**src/rtl/muldiv_seq.sv**
```systemverilog
// RV32M multiply/divide sequencer: one shared add/sub-and-shift step per cycle,
// 32 iterations, then a sign-fix cycle that registers RESULT and a done strobe.
module muldiv_seq #(
  parameter int BITS = 32
) (
  input  logic            clk,
  input  logic            rst_n,
  input  logic            start,
  input  logic [2:0]      op,
  input  logic [BITS-1:0] A_in,
  input  logic [BITS-1:0] B_in,
  input  logic            flush,
  output logic            busy,
  output logic            done,
  output logic [BITS-1:0] RESULT
);
  localparam int CW = $clog2(BITS);

  typedef enum logic [1:0] {IDLE, RUN, FIX, DONE} state_t;

  state_t            state_q, state_d;
  logic [2:0]        op_q, op_d;
  logic              neg_q, neg_d;     // negate product / quotient
  logic              rsgn_q, rsgn_d;   // remainder takes dividend sign
  logic [2*BITS-1:0] acc_q, acc_d;
  logic [BITS-1:0]   b_q, b_d;
  logic [CW-1:0]     cnt_q, cnt_d;
  logic [BITS-1:0]   res_q, res_d;

  logic              sgn_a, sgn_b, sa, sb, by0, ovf, accept;
  logic [BITS-1:0]   a_mag, b_mag;
  logic [BITS:0]     sum, rem_sh, diff;
  logic [2*BITS-1:0] mul_nxt, div_nxt, prod;
  logic [BITS-1:0]   quo, rem, fix_res;

  always_comb begin
    sgn_a  = (op == 3'b001) || (op == 3'b010) || (op == 3'b100) || (op == 3'b110);
    sgn_b  = (op == 3'b001) || (op == 3'b100) || (op == 3'b110);
    sa     = sgn_a & A_in[BITS-1];
    sb     = sgn_b & B_in[BITS-1];
    a_mag  = sa ? -A_in : A_in;
    b_mag  = sb ? -B_in : B_in;
    by0    = op[2] && (B_in == '0);
    ovf    = op[2] && !op[0] && (A_in == {1'b1, {(BITS-1){1'b0}}}) && (B_in == '1);
    accept = start && !flush && ((state_q == IDLE) || (state_q == DONE));

    // Multiply: low half is the multiplier, shifted out as the product shifts in.
    sum     = {1'b0, acc_q[2*BITS-1:BITS]} + (acc_q[0] ? {1'b0, b_q} : '0);
    mul_nxt = {sum, acc_q[BITS-1:1]};
    // Divide: low half is the dividend, replaced by quotient bits from the right.
    rem_sh  = acc_q[2*BITS-1:BITS-1];
    diff    = rem_sh - {1'b0, b_q};
    div_nxt = {diff[BITS] ? rem_sh[BITS-1:0] : diff[BITS-1:0], acc_q[BITS-2:0], ~diff[BITS]};

    prod    = neg_q ? -acc_q : acc_q;
    quo     = neg_q ? -acc_q[BITS-1:0] : acc_q[BITS-1:0];
    rem     = rsgn_q ? -acc_q[2*BITS-1:BITS] : acc_q[2*BITS-1:BITS];
    fix_res = op_q[2] ? (op_q[1] ? rem : quo)
                      : ((op_q == 3'b000) ? prod[BITS-1:0] : prod[2*BITS-1:BITS]);
  end

  always_comb begin
    state_d = state_q;
    op_d    = op_q;
    neg_d   = neg_q;
    rsgn_d  = rsgn_q;
    acc_d   = acc_q;
    b_d     = b_q;
    cnt_d   = cnt_q;
    res_d   = res_q;
    if (flush) begin
      state_d = IDLE;
    end else begin
      case (state_q)
        IDLE, DONE: begin
          state_d = IDLE;
          if (accept) begin
            op_d    = op;
            neg_d   = sa ^ sb;
            rsgn_d  = sa;
            acc_d   = {{BITS{1'b0}}, a_mag};
            b_d     = b_mag;
            cnt_d   = '0;
            state_d = RUN;
            // Zero divisor and signed overflow bypass the iteration entirely.
            if (by0) begin
              res_d   = op[1] ? A_in : '1;
              state_d = DONE;
            end else if (ovf) begin
              res_d   = op[1] ? '0 : A_in;
              state_d = DONE;
            end
          end
        end
        RUN: begin
          acc_d = op_q[2] ? div_nxt : mul_nxt;
          cnt_d = cnt_q + 1'b1;
          if (cnt_q == CW'(BITS-1)) state_d = FIX;
        end
        FIX: begin
          res_d   = fix_res;
          state_d = DONE;
        end
        default: state_d = IDLE;
      endcase
    end
  end

  always_ff @(posedge clk or negedge rst_n) begin
    if (!rst_n) begin
      state_q <= IDLE;
      op_q    <= '0;
      neg_q   <= 1'b0;
      rsgn_q  <= 1'b0;
      acc_q   <= '0;
      b_q     <= '0;
      cnt_q   <= '0;
      res_q   <= '0;
    end else begin
      state_q <= state_d;
      op_q    <= op_d;
      neg_q   <= neg_d;
      rsgn_q  <= rsgn_d;
      acc_q   <= acc_d;
      b_q     <= b_d;
      cnt_q   <= cnt_d;
      res_q   <= res_d;
    end
  end

  assign busy   = (state_q == RUN) || (state_q == FIX);
  assign done   = (state_q == DONE);
  assign RESULT = res_q;
endmodule
```
**config.mk**
```make
export PLATFORM = sky130hd
export DESIGN_NAME = muldiv_seq
export DESIGN_NICKNAME = d
export VERILOG_FILES = /design/src/rtl/muldiv_seq.sv
export SDC_FILE = /design/constraint.sdc
export NUM_CORES = 1
export LEC_CHECK = 0
export BUFFER_PORTS_ARGS = -buffer_cell sky130_fd_sc_hd__buf_2
export CAP_MARGIN = 20
export CORE_ASPECT_RATIO = 0.75
export CORE_MARGIN = 1
export CORE_UTILIZATION = 40
export CTS_CLUSTER_SIZE = 10
export DETAILED_ROUTE_END_ITERATION = 16
export GPL_TIMING_DRIVEN = 0
export PLACE_DENSITY = 0.55
export SYNTH_ARGS = -nofsm -noshare
export SYNTH_HDL_FRONTEND = slang
export SYNTH_SLANG_ARGS = --single-unit
```
**constraint.sdc**
```tcl
create_clock -name clk -period 10.7 [get_ports clk]
set_input_delay 2.14 -clock clk [delete_from_list [all_inputs] [get_ports clk]]
set_output_delay 2.14 -clock clk [all_outputs]
set_load 0.1 [all_outputs]
```
==> impl_metrics.yaml <==
finish:
  fin_cells: 2577
  finalNetCount: 2214
  final_area_mm2: 0.0165
  syn_to_final_growth_pct: 11.7
  drive_gt1_share_pct: 9.42
  n_fill_cell: 3699
  utilization_pct: 45.6
  multi_input_area_mm2: 0.0104
  seq_area_mm2: 0.00350
synthesis:
  synth_fa_ha_area_share_pct: 8.11
  synth_seq_area_share_pct: 23.8
  synthMuxAreaShare_pct: 4.65
  yosysWarnings: 0
  async_flop_share_pct: 100
  synth-simple-area-share_pct: 19.5
  synth_compound_area_share_pct: 27.0
  ys_ff_latch: 140
  synthFlopType: "dfrtp_1"
  synth-xor-area-share_pct: 11.4
  syn_area_mm2: 0.0147
  synth_top_family_by_area: "compound AO/OA/AOI/OAI gates"
  synthDistinctLibCells: 84
  synth_area_per_cell_um2: 7.58
  synth-edff-count: 0
  synth.net_count: 2092
  syn_inst: 1945
pwr:
  power.density_mw_per_mm2: 241
  irDropWorstVdd_mv: 0.239
  p_leak_nw: 6.96
hold_path:
  holdCritPathClass: "register to register"
timing:
  rsz0062_at_grt: "false"
  worst_slack_ns: 5.09
  min_period_ns: 5.61
  fmax_ghz: 0.178
  finalMaxSlewViolations: 0
  fin_setup_tns_ns: 0
  fin_skew_ns: 0.0141
  period_share_pct: 52.4
  hold_viol: 0
  slew_headroom_pct: 19.8
  setup_viol: 0
  worst_pin_slew_ns: 1.20
place:
  dp_hpwl_um: 48800
  placed_area_mm2: 0.0159
  dp_cells: 2544
  dp_slack_ns: 4.88
  place.gp.congestion: 0.993
  portBuffers: 102
clocking:
  htree_levels: 4
  post_cts.repair.setup_buffers: 0
  cts_sinks: 140
  clk_pin_slew_ns: 0.06
  cts-root-buf: "clkbuf_16"
  numCtsBuffers: 17
  cts_tree: "done"
  cts_hold_buf: 0
  ctsResizeCount: 0
  cts_buffer_depth: 2
  clock_latency_ns: 0.46
route:
  detail-route-antenna-nets: 0
  first_pass_iters: 8
  viasPerCell: 6.13
  routedWlPerCell_um: 23.9
  drt_iter0_drc: 1815
  drt-total-wl_um: 61600
  vias: 15809
  drc_errors: 0
floorplan:
  die_w_um: 224
  die_h_um: 168
  io-pin-count: 105
  start_util_pct: 40.8
  core_region_area_mm2: 0.0361
  rows: 60
  dieArea_mm2: 0.0376
grt:
  grt_max_degree: 87
  grt_pass1_vias: 14600
  antenna_found_initial: 2
  grt_pass1_wl_um: 92700
  grtUsageTotal_pct: 32.8
  grt.overflow.total: 0
critical_path:
  critPathKind: "input port to register"
  rrSetupSlack_ns: 5.65
  cp_data_arrival_time_ns: 5.97
  cp-start-kind: "input port"
  cp-end-kind: "register"
  worstPathRequired_ns: 11.07
  cp_max_fo: 10
run_status:
  status: "finished, final reports clean"
run:
  drv_cap: 0
==> sequential cells by signal, indices dropped and copies added, names as in the netlist <==
signal / cells
RESULT: 32
acc_q: 64
b_q: 32
cnt_q: 5
neg_q: 1
op_q: 3
rsgn_q: 1
state_q: 2
==> worst max-delay path, cell delays in order <==
cell and delay [ns]:
buf_2 0.12, nor2_1 0.17, or3b_2 0.14, clkbuf_1 0.51
and2_1 0.22, clkbuf_1 0.63, clkbuf_1 0.95, buf_1 0.73
a22oi_1 0.23, o21ai_1 0.12
==> per-stage QoR <==
step | hold WS, ns | total power [mW]
after floorplan | 0.450 | 2.61
after global placement | 0.460 | 3.29
after detailed placement | 0.463 | 3.31
after CTS | 0.477 | 3.91
after global routing | 0.508 | 4.19
final | 0.474 | 3.97
==> power by group <==
group	switching, mW	internal [mW]	leakage [nW]	total, mW
logic	1.77	0.721	4.88	2.49
clock network	0.277	0.314	0.266	0.591
registers	0.198	0.694	1.81	0.892
total	2.24	1.73	6.96	3.97
==> cell usage in the layout (no fill, tap or decap), types with 23 or more instances in the layout <==
cell / netlist / layout
a22oi_1: 26 / 26
o21ai_1: 39 / 39
a21o_1: 31 / 31
ha_1: 74 / 74
xnor2_1: 98 / 98
nor2_1: 143 / 143
xor2_1: 94 / 94
maj3_1: 23 / 23
o31ai_1: 30 / 30
dfrtp_1: 140 / 140
inv_1: 60 / 60
buf_2: 12 / 113
nand2_1: 237 / 237
nor3_1: 31 / 31
mux2i_1: 52 / 52
o21ai_0: 228 / 228
clkbuf_1: 118 / 119
a21oi_1: 133 / 133
==> metal layers <==
metal	routed length (um)	share of wire, %	up-vias	track usage [%]
met5	0	0	-	0
met4	791	1.3	0	6.28
met3	8030	13	64	11.2
met2	23600	38	814	43.4
met1	29200	47	7672	50.3
li1	-	-	7259	-
==> logic make-up (layout without fill, tap and decap cells) <==
family	Yosys count	in the layout
and+or+nand+nor	596	596
other	0	1
buffers and inverters	205	340
adders and majority gates	99	99
DFF	140	140
AOI/OAI and AO/OA	647	647
xor gates and xnor gates	192	192
muxes	66	66
==> Yosys cell counts, types with 12 or more instances <==
cell        n  area (um^2)
a211oi_1   19          143
a21o_1     31          233
a21oi_1   133          666
a22oi_1    26          195
buf_2      12         60.1
clkbuf_1  118          443
dfrtp_1   140         3500
ha_1       74          926
inv_1      60          225
maj3_1     23          230
mux2i_1    52          521
nand2_1   237          890
nand2b_1   21          131
nand3_1    19         95.1
nand4_1    18          113
nor2_1    143          537
nor2b_1    12         75.1
nor3_1     31          155
o211ai_1   21          158
o21ai_0   228         1140
o21ai_1    39          195
o31ai_1    30          225
o41ai_1    12          105
or3_1      18          113
or4_1      20          150
xnor2_1    98          858
xor2_1     94          823
==> area by class of cell <==
| class | count | area share (%) |
|---|---|---|
| clock inverters | 12 | 0.630 |
| inverters | 61 | 1.39 |
| diodes | 1 | 0.0152 |
| repair buffers | 103 | 3.30 |
| plain buffers | 144 | 3.55 |
| multi-input cells | 1600 | 63.3 |
| clock buffers | 20 | 2.77 |
| well taps | 496 | 3.77 |
| flip-flops and latches | 140 | 21.3 |
==> path summary, 6_finish.rpt <==
path | endpoint | cells past startpoint | startpoint
max | acc_q[60] | 10 | start
min | RESULT[6] | 1 | RESULT[6]
max reg2reg | RESULT[16] | 13 | acc_q[0]
min reg2reg | RESULT[6] | 1 | RESULT[6]
max in group asynchronous | b_q[10] | 2 | rst_n
min in group asynchronous | RESULT[17] | 1 | rst_n
(Power assumes the default switching activity.)
